<file path="src/rtl/request_unit.sv">
// request_unit: sequences fetch and data requests from the decoded control
// levels, produces the PC-advance strobe and owns the LL/SC link register.
module request_unit #(
    parameter int ADDR_W = 32
) (
    input  logic              CLK,
    input  logic              RST,
    input  logic              ihit,
    input  logic              dhit,
    input  logic              MemRead,
    input  logic              MemWrite,
    input  logic              LinkLoad,
    input  logic              StoreCond,
    input  logic              halt,
    input  logic [ADDR_W-1:0] daddr,
    input  logic              snoop_valid,
    input  logic [ADDR_W-1:0] snoop_addr,
    output logic              iREN,
    output logic              dREN,
    output logic              dWEN,
    output logic              pc_en,
    output logic              sc_result,
    output logic              link_valid,
    output logic              halted
);

    localparam logic [1:0] S_IDLE   = 2'd0;
    localparam logic [1:0] S_FETCH  = 2'd1;
    localparam logic [1:0] S_DATA   = 2'd2;
    localparam logic [1:0] S_HALTED = 2'd3;

    // Access kind; bit 1 set means the access writes memory.
    localparam logic [1:0] K_LW = 2'd0;
    localparam logic [1:0] K_LL = 2'd1;
    localparam logic [1:0] K_SW = 2'd2;
    localparam logic [1:0] K_SC = 2'd3;

    logic [1:0]        r_state;
    logic [1:0]        r_kind;
    logic [ADDR_W-1:0] r_addr;
    logic [ADDR_W-1:0] r_link_addr;
    logic              r_link_valid;
    logic              r_sc_result;
    logic              r_halted;

    logic [1:0]        w_next_state;
    logic [1:0]        w_kind;
    logic              w_go_data;
    logic              w_pc_fetch;
    logic              w_sc_eval;
    logic              w_sc_ok;
    logic              w_data_done;
    logic              w_link_set;
    logic              w_link_clr;

    assign w_sc_ok     = r_link_valid && (r_link_addr == daddr);
    assign w_data_done = (r_state == S_DATA) && dhit;

    // Next-state and decode: priority halt > LL > SC > LW > SW on the ihit cycle.
    always_comb begin
        w_next_state = r_state;
        w_kind       = K_LW;
        w_go_data    = 1'b0;
        w_pc_fetch   = 1'b0;
        w_sc_eval    = 1'b0;
        case (r_state)
            S_IDLE: begin
                w_next_state = S_FETCH;
            end
            S_FETCH: begin
                if (ihit) begin
                    if (halt) begin
                        w_next_state = S_HALTED;
                    end else if (LinkLoad) begin
                        w_go_data    = 1'b1;
                        w_kind       = K_LL;
                        w_next_state = S_DATA;
                    end else if (StoreCond) begin
                        w_sc_eval = 1'b1;
                        if (w_sc_ok) begin
                            w_go_data    = 1'b1;
                            w_kind       = K_SC;
                            w_next_state = S_DATA;
                        end else begin
                            w_pc_fetch = 1'b1;
                        end
                    end else if (MemRead) begin
                        w_go_data    = 1'b1;
                        w_kind       = K_LW;
                        w_next_state = S_DATA;
                    end else if (MemWrite) begin
                        w_go_data    = 1'b1;
                        w_kind       = K_SW;
                        w_next_state = S_DATA;
                    end else begin
                        w_pc_fetch = 1'b1;
                    end
                end else begin
                    w_next_state = S_FETCH;
                end
            end
            S_DATA: begin
                if (dhit) begin
                    w_next_state = S_FETCH;
                end else begin
                    w_next_state = S_DATA;
                end
            end
            S_HALTED: begin
                w_next_state = S_HALTED;
            end
            default: begin
                w_next_state = S_IDLE;
            end
        endcase
    end

    // Link update terms: a completing LL sets; stores to the link, any SC and
    // matching snoops clear. A failed SC completes on its ihit cycle.
    always_comb begin
        w_link_set = w_data_done && (r_kind == K_LL);
        w_link_clr = 1'b0;
        if (snoop_valid && (snoop_addr == r_link_addr)) begin
            w_link_clr = 1'b1;
        end else if (w_sc_eval && !w_sc_ok) begin
            w_link_clr = 1'b1;
        end else if (w_data_done && (r_kind == K_SC)) begin
            w_link_clr = 1'b1;
        end else if (w_data_done && (r_kind == K_SW) && (r_addr == r_link_addr)) begin
            w_link_clr = 1'b1;
        end else begin
            w_link_clr = 1'b0;
        end
    end

    // Cache enables and commit strobe, combinational from state and hits.
    always_comb begin
        iREN  = (r_state == S_FETCH);
        dREN  = (r_state == S_DATA) && !r_kind[1];
        dWEN  = (r_state == S_DATA) &&  r_kind[1];
        pc_en = w_pc_fetch || w_data_done;
    end

    assign sc_result  = r_sc_result;
    assign link_valid = r_link_valid;
    assign halted     = r_halted;

    // State, latched access, link register and sticky flags.
    always_ff @(posedge CLK) begin
        if (RST) begin
            r_state      <= S_IDLE;
            r_kind       <= K_LW;
            r_addr       <= {ADDR_W{1'b0}};
            r_link_addr  <= {ADDR_W{1'b0}};
            r_link_valid <= 1'b0;
            r_sc_result  <= 1'b0;
            r_halted     <= 1'b0;
        end else begin
            r_state <= w_next_state;
            if (w_go_data) begin
                r_kind <= w_kind;
                r_addr <= daddr;
            end
            if (w_sc_eval) begin
                r_sc_result <= w_sc_ok;
            end
            // A same-cycle snoop is ordered before the completing LL.
            if (w_link_set) begin
                r_link_valid <= 1'b1;
                r_link_addr  <= r_addr;
            end else if (w_link_clr) begin
                r_link_valid <= 1'b0;
            end
            if (w_next_state == S_HALTED) begin
                r_halted <= 1'b1;
            end
        end
    end

endmodule

</file>
<file path="config.mk">
export PLATFORM = sky130hd
export DESIGN_NAME = request_unit
export DESIGN_NICKNAME = d
export VERILOG_FILES = /design/src/rtl/request_unit.sv
export SDC_FILE = /design/constraint.sdc
export NUM_CORES = 1
export LEC_CHECK = 0
export CAP_MARGIN = 25
export CORE_UTILIZATION = 52
export CTS_CLUSTER_SIZE = 28
export DETAILED_ROUTE_END_ITERATION = 7
export PLACE_DENSITY = 0.78
export SLEW_MARGIN = 15
export SYNTH_ARGS = -nofsm -noshare
export SYNTH_HDL_FRONTEND = slang
export SYNTH_SLANG_ARGS = --single-unit
export TNS_END_PERCENT = 50
</file>
<file path="constraint.sdc">
create_clock -name CLK -period 2.8 [get_ports CLK]
set_input_delay 0.56 -clock CLK [delete_from_list [all_inputs] [get_ports CLK]]
set_output_delay 0.56 -clock CLK [all_outputs]
set_load 0.05 [all_outputs]
</file>
## Word-level counts from Yosys, hierarchy flattened

Cells that the tools add are included.

| storage, ports and cells | value |
|---|---|
| output and inout bits | 7 |
| register bits after elaboration | 71 |
| input bits | 74 |
| word-level logic and storage cells | 76 |

| cells by class | value |
|---|---|
| eq/ne operators | 10 |
| multiplexer cells | 44 |
| reductions and logical operators | 15 |

Operators by type and width:

| cell | count |
|---|---|
| == test 32 bit | 3 |
| two-way mux 2 bit | 16 |
| two-way mux 1 bit | 27 |
| == test 2 bit (second input constant) | 5 |
| logical AND 1 bit | 10 |
| case mux 2 bit (4 select lines) | 1 |
| == test 2 x 1 -> 1 bit (second input constant) | 2 |
| logical NOT 1 bit | 2 |
| logical NOT 2 bit | 1 |
| nonzero test 2 bit | 1 |
| logical OR 1 bit | 1 |

## Longest topological paths before layout

Gate-level depths: netlist of run 1.

| logic depth | value |
|---|---|
| depth after elaboration | 10 |
| gate-level depth with buffers | 7 |

## Worst setup path before layout of run 1

Ideal clock, no wire load.

| timing path | value |
|---|---|
| kind | register to output |
| start point | reg r_state[0] |
| end point | out pc_en |
| data required time | 2.240 ns |
| path slack | -0.131 ns |
| arrival time | 2.371 ns |
| path buffers | 1 |
| stages on the path, launching flop included | 6 |
| cells stage by stage | dfxtp_1 -> nor2b_1 -> and3b_1 -> clkbuf_1 -> nor2b_1 -> a32o_1 |

| between the ends | value |
|---|---|
| longest elaborated chain between the ends | 3 |
| elaborated cells on any way between the ends | 5 |
| those cells by class | 2 x eq/ne; 1 x mux; 2 x reduce/logical |

RTL lines:

| what | RTL line | text |
|---|---|---|
| start, declared | 38 | `logic [1:0] r_state;` |
| start signal, assigned | 159 | `r_state <= w_next_state;` |
| == test 2 x 1 -> 1 bit | n/a |  |
| named net iREN | 18 | `output logic iREN,` |
| two-way mux 1 bit | 66 | `case (r_state)` |
| logical OR 1 bit | 141 | `pc_en = w_pc_fetch \|\| w_data_done;` |
| end, declared | 21 | `output logic pc_en,` |

The timed path passes the listed nets, and every way through them passes these cells.

## Final worst setup path of run 1

| timing path | value |
|---|---|
| start point | reg r_link_addr[18] |
| end point | out pc_en |

| between the ends | value |
|---|---|
| longest elaborated chain between the ends | 9 |

RTL lines:

| what | RTL line | text |
|---|---|---|
| start, declared | 41 | `logic [ADDR_W-1:0] r_link_addr;` |
| start signal, assigned | 154 | `r_link_addr <= {ADDR_W{1'b0}};` |
| start signal, assigned | 170 | `r_link_addr <= r_addr;` |
| == test 32 bit | 56 | `assign w_sc_ok = r_link_valid && (r_link_addr == daddr);` |
| logical AND 1 bit | 56 |  |
| two-way mux 1 bit | 80 | `if (w_sc_ok) begin` |
| two-way mux 1 bit | 78 | `end else if (StoreCond) begin` |
| two-way mux 1 bit | 74 | `end else if (LinkLoad) begin` |
| two-way mux 1 bit | 72 | `if (halt) begin` |
| two-way mux 1 bit | 71 | `if (ihit) begin` |
| two-way mux 1 bit | 66 |  |
| logical OR 1 bit | 141 |  |

No other way between the ends.

==> out/qor.csv, run 1 <==
stage,metric,value,unit
placement,gp_congestion,0.904,
detailed_routing,viasPerCell,5.33,
detailed_routing,vias,3478,
detailed_routing,wl_per_cell,16.8,µm
setup_path,cp.arrival,2.28,ns
global_routing,overflow,0,
sta,tns,-0.0409,ns
clock_network,cts-buffers-inserted,9,
finish,final_cell_area,5290,µm²
status,status,"finished, violations left",
synth,netlist_area,4020,µm²
floorplan,io_pins,81,
sta,period_share,101,%
clock_network,cts_tree,built,
finish,multi_input_area,2650,µm²
placement,place.port_buffers,80,
global_routing,grt_max_degree,33,
placement,pre_cts_ws,-0.405,ns
synth,syn_inst,462,
synth,yosysWarnings,0,
power_and_ir_drop,p_int,1.51,mW
sta,max_freq,352,MHz
sta,skew,0.0137,ns
sta,max_slew_margin,66.1,%
clock_network,cts_root_buf,clkbuf_8,
power_and_ir_drop,power,2.09,mW
floorplan,fp-row-count,31,
sta,hold_viol,0,
setup_path,crit_fanout,3,
setup_path,crit_top_cell,nor4_4,
finish,drive_above_1_share,18.1,%
clock_network,clock_path_buffers,2,
power_and_ir_drop,swShare,27.9,%
setup_path,r2r_start,r_link_addr[18],
setup_path,slowest_delay,0.37,ns
placement,place_area,4960,µm²
finish,n_fill_cell,592,
synth,ys_seq_area_share,35.4,%
synth,synth_ff_type,dfxtp_1,
finish,n_antenna_cell,0,
sta,drv_slew,0,
detailed_routing,dr.pass1.iters,5,
hold_path,holdCritStartpoint,sc_result,
clock_network,cts.sinks,71,
hold_path,hold_end,sc_result,
synth,synth-async-reset-ratio,0,%
global_routing,globalRouteTotalUtil,27.3,%
synth,synth_common_cells,"xor2_1, dfxtp_1, nand2_1, nand2b_1, a21oi_1",
setup_path,crit_chain,xor2_2 > nor4_4 > nand4_1 > nor4_4 > nand2_1 > a32o_2 > buf_8,
floorplan,initial_core_util,54.6,%
floorplan,design.die.area,8090,µm²
global_routing,grt_pass1_vias,3478,
power_and_ir_drop,p_sw,584,µW
setup_path,end_kind,output pin,
power_and_ir_drop,leakage,2.44,nW
detailed_routing,drt_iter0_drc,227,
power_and_ir_drop,clkPwrFrac,35.1,%
power_and_ir_drop,combPwrFrac,15.4,%
floorplan,die_height,89.9,µm
setup_path,reg2regPathDepth,8,
global_routing,grt_pass1_wl,17.4,mm
power_and_ir_drop,power_density,395,nW/µm²
hold_path,holdCritPathClass,reg2reg,
detailed_routing,drc_errors,0,
global_routing,antenna_found_initial,0,
sta,worst_pin_slew,0.507,ns
sta,period_needed,2.84,ns
clock_network,clock_latency,0.35,ns
synth,synth-edff-count,0,
clock_network,cts_htree_levels,3,
setup_path,start_kind,register,
hold_path,min_path_cells,2,
setup_path,r2r_end,r_addr[11],
power_and_ir_drop,ir_drop,0.294,mV
setup_path,setup.reg_to_reg.worst_slack,0.65,ns
synth,synth_most_common_cell,xor2_1,
setup_path,critPathSlowestCell,dfxtp_4,
synth,synth_top_area_share,35.4,%
sta,grt_setup_unrepaired,true,
floorplan,die_x,89.9,µm
setup_path,worstPathRequired,2.24,ns
detailed_routing,wl,11.0,mm
finish,nNetsFinal,623,
sta,whs,0.469,ns
floorplan,core_area,7370,µm²
synth,yosys.area.top_type,dfxtp_1,
synth,synth-seq-cells,71,
synth,syn_avg_cell_area,8.70,µm²
synth,yosysUniqueCellTypes,37,
job,cap_violations,0,
finish,syn_to_final_growth,31.7,%
synth,synth.area.top_cells,"dfxtp_1, xor2_1, nand2b_1",
status,violations,setup timing,
synth,synth.net_count,536,
finish,regArea,1450,µm²
sta,finalSetupViolCount,1,
clock_network,path_clk_slew,0.08,ns
sta,layout_setup_ws,-0.0409,ns
placement,dp_hpwl,8.12,mm
clock_network,postCtsHoldBufs,0,
power_and_ir_drop,power.share.sequential,49.5,%
setup_path,crit_type,reg2out,
detailed_routing,ant_nets,0,
-- cell type report --
class                           instances  share of cell area [%]
Clock buffer                            9                    2.34
Clock inverter                          7                   0.945
Inverter                                5                   0.355
Multi-Input combinational cell        363                    50.0
Sequential cell                        71                    27.5
Tap cell                               99                    2.34
Timing Repair Buffer                   99                    16.6
-- what timing repair did --
action,4_1_cts,5_1_grt
pin swaps,14,16
setup endpoints to repair,1,1
buffers inserted,0,5
gates resized for setup,50,70
-- through the flow --
stage | utilization [%] | instances
6_report | 71.8 | 653
5_1_grt | 71.8 | 653
4_1_cts | 70.4 | 648
3_5_place_dp | 67.3 | 632
3_3_place_gp | 67.3 | 632
2_1_floorplan | - | 462
-- layer usage --
layer	track usage [%]	vias up	share of wire, %
li1	-	1708	-
met1	35.3	1613	43
met2	45.8	133	49
met3	3.72	24	5.3
met4	11.2	0	2.9
met5	0	-	0
-- state kept, by name, indices dropped and copies added (netlist names) --
register	cells
halted	1
sc_result	1
r_addr	32
r_kind	2
r_state	2
link_valid	1
r_link_addr	32
-- layout by cell type, fill, tap and decap left out, types with 9 or more instances in the layout --
| cell type | instances |
|---|---|
| xor2_1 | 74 |
| nand2_1 | 69 |
| nand2b_1 | 68 |
| dfxtp_1 | 55 |
| clkdlybuf4s50_1 | 46 |
| a21oi_1 | 34 |
| mux2i_1 | 32 |
| buf_4 | 18 |
| nor4_1 | 15 |
| clkbuf_2 | 15 |
| xor2_2 | 12 |
| dfxtp_2 | 11 |
| nor2_1 | 10 |
| dlygate4sd2_1 | 10 |
| clkbuf_8 | 9 |
-- worst max-delay path by stage --
stage,startpoint,to,cells after the start
finish,r_link_addr[18],pc_en,7
global route,r_link_addr[18],pc_en,7
CTS,daddr[27],pc_en,8
detailed placement,daddr[14],pc_en,8
global placement,daddr[14],pc_en,8
floorplan,daddr[4],pc_en,6
-- critical path, delay by kind of cell, from the launching register on --
family | cells | cell delay, ns
buf+inv | 1 | 0.15
xor+xnor | 1 | 0.19
compound gates | 1 | 0.30
flops | 1 | 0.37
simple gates | 4 | 0.94
-- cells by family after synthesis --
| kind of cell | Yosys count | share of synthesized area, % |
|---|---|---|
| compound gates | 50 | 7.94 |
| xor+xnor | 93 | 20.3 |
| buf+inv | 28 | 3.21 |
| flops | 71 | 35.4 |
| mux | 32 | 7.97 |
| simple gates | 188 | 25.3 |
-- power groups by stage --
stage | clock [mW] | combinational (mW) | sequential (mW)
2_1_floorplan | 0 | 0.147 | 1.07
3_3_place_gp | 0 | 0.320 | 1.06
3_5_place_dp | 0 | 0.322 | 1.06
4_1_cts | 0.735 | 0.317 | 1.04
5_1_grt | 0.788 | 0.344 | 1.04
6_report | 0.734 | 0.322 | 1.04
Note: power is estimated with default switching activity, not from simulation.
==> run 2, diff against run 1 <==
==> constraint.sdc (replaced) <==
create_clock -name CLK -period 3 [get_ports CLK]
set_input_delay 0.6 -clock CLK [delete_from_list [all_inputs] [get_ports CLK]]
set_output_delay 0.6 -clock CLK [all_outputs]
set_load 0.05 [all_outputs]
==> run 2 against run 1 <==
Register-to-register slack improved by 0.17 ns. Utilization fell by 1.6 points. The flow now finishes without violations. Largest cell class unchanged. Via count fell by 1.2%. Critical path depth did not move. First-iteration DRC count fell by 26%.
==> out/qor.csv, run 2 (same netlist as run 1, synthesis figures left out) <==
stage,metric,value,unit
clock_network,clock_path_buffers,2,
placement,place_area,4920,µm²
setup_path,slowest_delay,0.54,ns
setup_path,cp.arrival,2.32,ns
detailed_routing,viasPerCell,5.38,
clock_network,cts_root_buf,clkbuf_8,
finish,n_antenna_cell,0,
power_and_ir_drop,swShare,24.9,%
floorplan,io_pins,81,
power_and_ir_drop,clkPwrFrac,35.0,%
finish,most-common-layout-cells,"xor2_1, nand2_1, dfxtp_1",
floorplan,core_area,7370,µm²
finish,final_util,70.3,%
power_and_ir_drop,ir_drop,0.250,mV
global_routing,grt_pass1_wl,17.0,mm
global_routing,overflow,0,
clock_network,cts_setup_buffers,0,
floorplan,initial_core_util,54.6,%
setup_path,worstPathRequired,2.40,ns
setup_path,crit_fanout,2,
power_and_ir_drop,p_int,1.47,mW
finish,final_cell_area,5180,µm²
clock_network,cts-buffers-inserted,9,
setup_path,path_delay_family,buffers and inverters,
floorplan,design.die.area,8090,µm²
global_routing,grt_pass1_vias,3404,
placement,dp_hpwl,7.72,mm
detailed_routing,ant_nets,0,
finish,multi_input_area,2590,µm²
clock_network,postCtsHoldBufs,0,
power_and_ir_drop,power_density,377,nW/µm²
power_and_ir_drop,leakage,2.42,nW
power_and_ir_drop,power.share.sequential,49.8,%
finish,syn_to_final_growth,28.8,%
floorplan,fp-row-count,31,
finish,regArea,1420,µm²
detailed_routing,dr.pass1.iters,4,
sta,period_needed,2.92,ns
sta,hold_viol,0,
hold_path,holdCritPathClass,reg2reg,
power_and_ir_drop,p_sw,485,µW
sta,skew,0.00895,ns
setup_path,critPathSlowestCell,clkdlybuf4s50_1,
setup_path,cp_num_buf_inv,2,
detailed_routing,wl_per_cell,16.6,µm
detailed_routing,drt_iter0_drc,167,
finish,drive_above_1_share,10.6,%
setup_path,end_kind,output pin,
floorplan,die_x,89.9,µm
sta,period_share,97.4,%
setup_path,start_kind,input pin,
finish,n_fill_cell,568,
detailed_routing,drc_errors,0,
clock_network,cts_tree,built,
placement,place.port_buffers,80,
status,status,completed,
finish,layout_commonest_cell,xor2_1,
clock_network,cts_htree_levels,3,
sta,finalSetupViolCount,0,
setup_path,crit_chain,clkdlybuf4s50_1 > xnor2_2 > nand3_2 > nor4_4 > nand2_1 > a32o_2 > buf_8,
finish,reg.largest.list,"r_addr x32, r_link_addr x32",
setup_path,crit_type,in2out,
sta,drv_slew,0,
power_and_ir_drop,combPwrFrac,15.2,%
finish,nNetsFinal,612,
sta,max_freq,342,MHz
placement,gp_congestion,0.849,
sta,whs,0.475,ns
job,cap_violations,0,
clock_network,clock_latency,0.34,ns
detailed_routing,vias,3435,
power_and_ir_drop,power,1.95,mW
sta,worst_pin_slew,0.650,ns
clock_network,cts.sinks,71,
global_routing,grt_max_degree,59,
sta,max_slew_margin,56.6,%
global_routing,globalRouteTotalUtil,27.0,%
detailed_routing,wl,10.6,mm
global_routing,antenna_found_initial,0,
sta,grt_setup_unrepaired,false,
floorplan,die_height,89.9,µm
clock_network,path_clk_slew,0.07,ns
==> run 2: final cells by class <==
cell class                 count  share of cell area [%]
clock buffer                  12                    3.19
clock inverter                 1                  0.0967
inverter                       5                   0.362
multi-input combinational    363                    50.0
sequential                    71                    27.5
tap                           99                    2.39
timing repair buffer          88                    16.5
==> run 2: stage by stage <==
stage | std cells | worst slack [ns] | setup TNS (ns)
after detailed placement | 626 | -0.266 | -0.266
after global routing | 639 | 0.00483 | 0
after CTS | 639 | 0.00377 | 0
after floorplan | 462 | 0.0288 | 0
final | 639 | 0.0790 | 0
after global placement | 626 | -0.277 | -0.277
==> run 2: repair_timing <==
item | in CTS | in global routing
endpoints found under the setup margin | 1 | 1
pin swaps | 12 | 9
endpoints found under the hold margin | 0 | 0
resized for setup | 27 | 39
==> run 2: routing by layer <==
metal	GRT usage [%]	routed length (µm)	vias up	share of wire (%)
met2	43.7	5120	113	48
met4	14.0	385	0	3.6
met3	3.72	530	27	5.0
met1	35.2	4560	1611	43
met5	0	0	-	0
li1	-	-	1684	-
==> run 2: worst min-delay path, delay by kind of cell, from the launching register on <==
family	cells	cell delay, ns
DFF	1	0.32
AOI/OAI and AO/OA	1	0.06
and+or+nand+nor	1	0.05
==> run 2: power groups by stage <==
stage	Clock, mW	Sequential (mW)	Combinational (mW)
floorplan	0	0.994	0.137
global placement	0	0.993	0.296
detailed placement	0	0.994	0.298
CTS	0.692	0.972	0.293
global route	0.734	0.974	0.317
finish	0.683	0.973	0.296
==> run 2: path summary, 6_finish.rpt <==
check	startpoint	to	slack [ns]	cells after the start
worst max-delay path	daddr[8]	pc_en	0.08	7
worst min-delay path	sc_result	sc_result	0.48	2
worst max register to register	r_link_addr[18]	r_addr[18]	0.82	8
worst min register to register	sc_result	sc_result	0.48	2
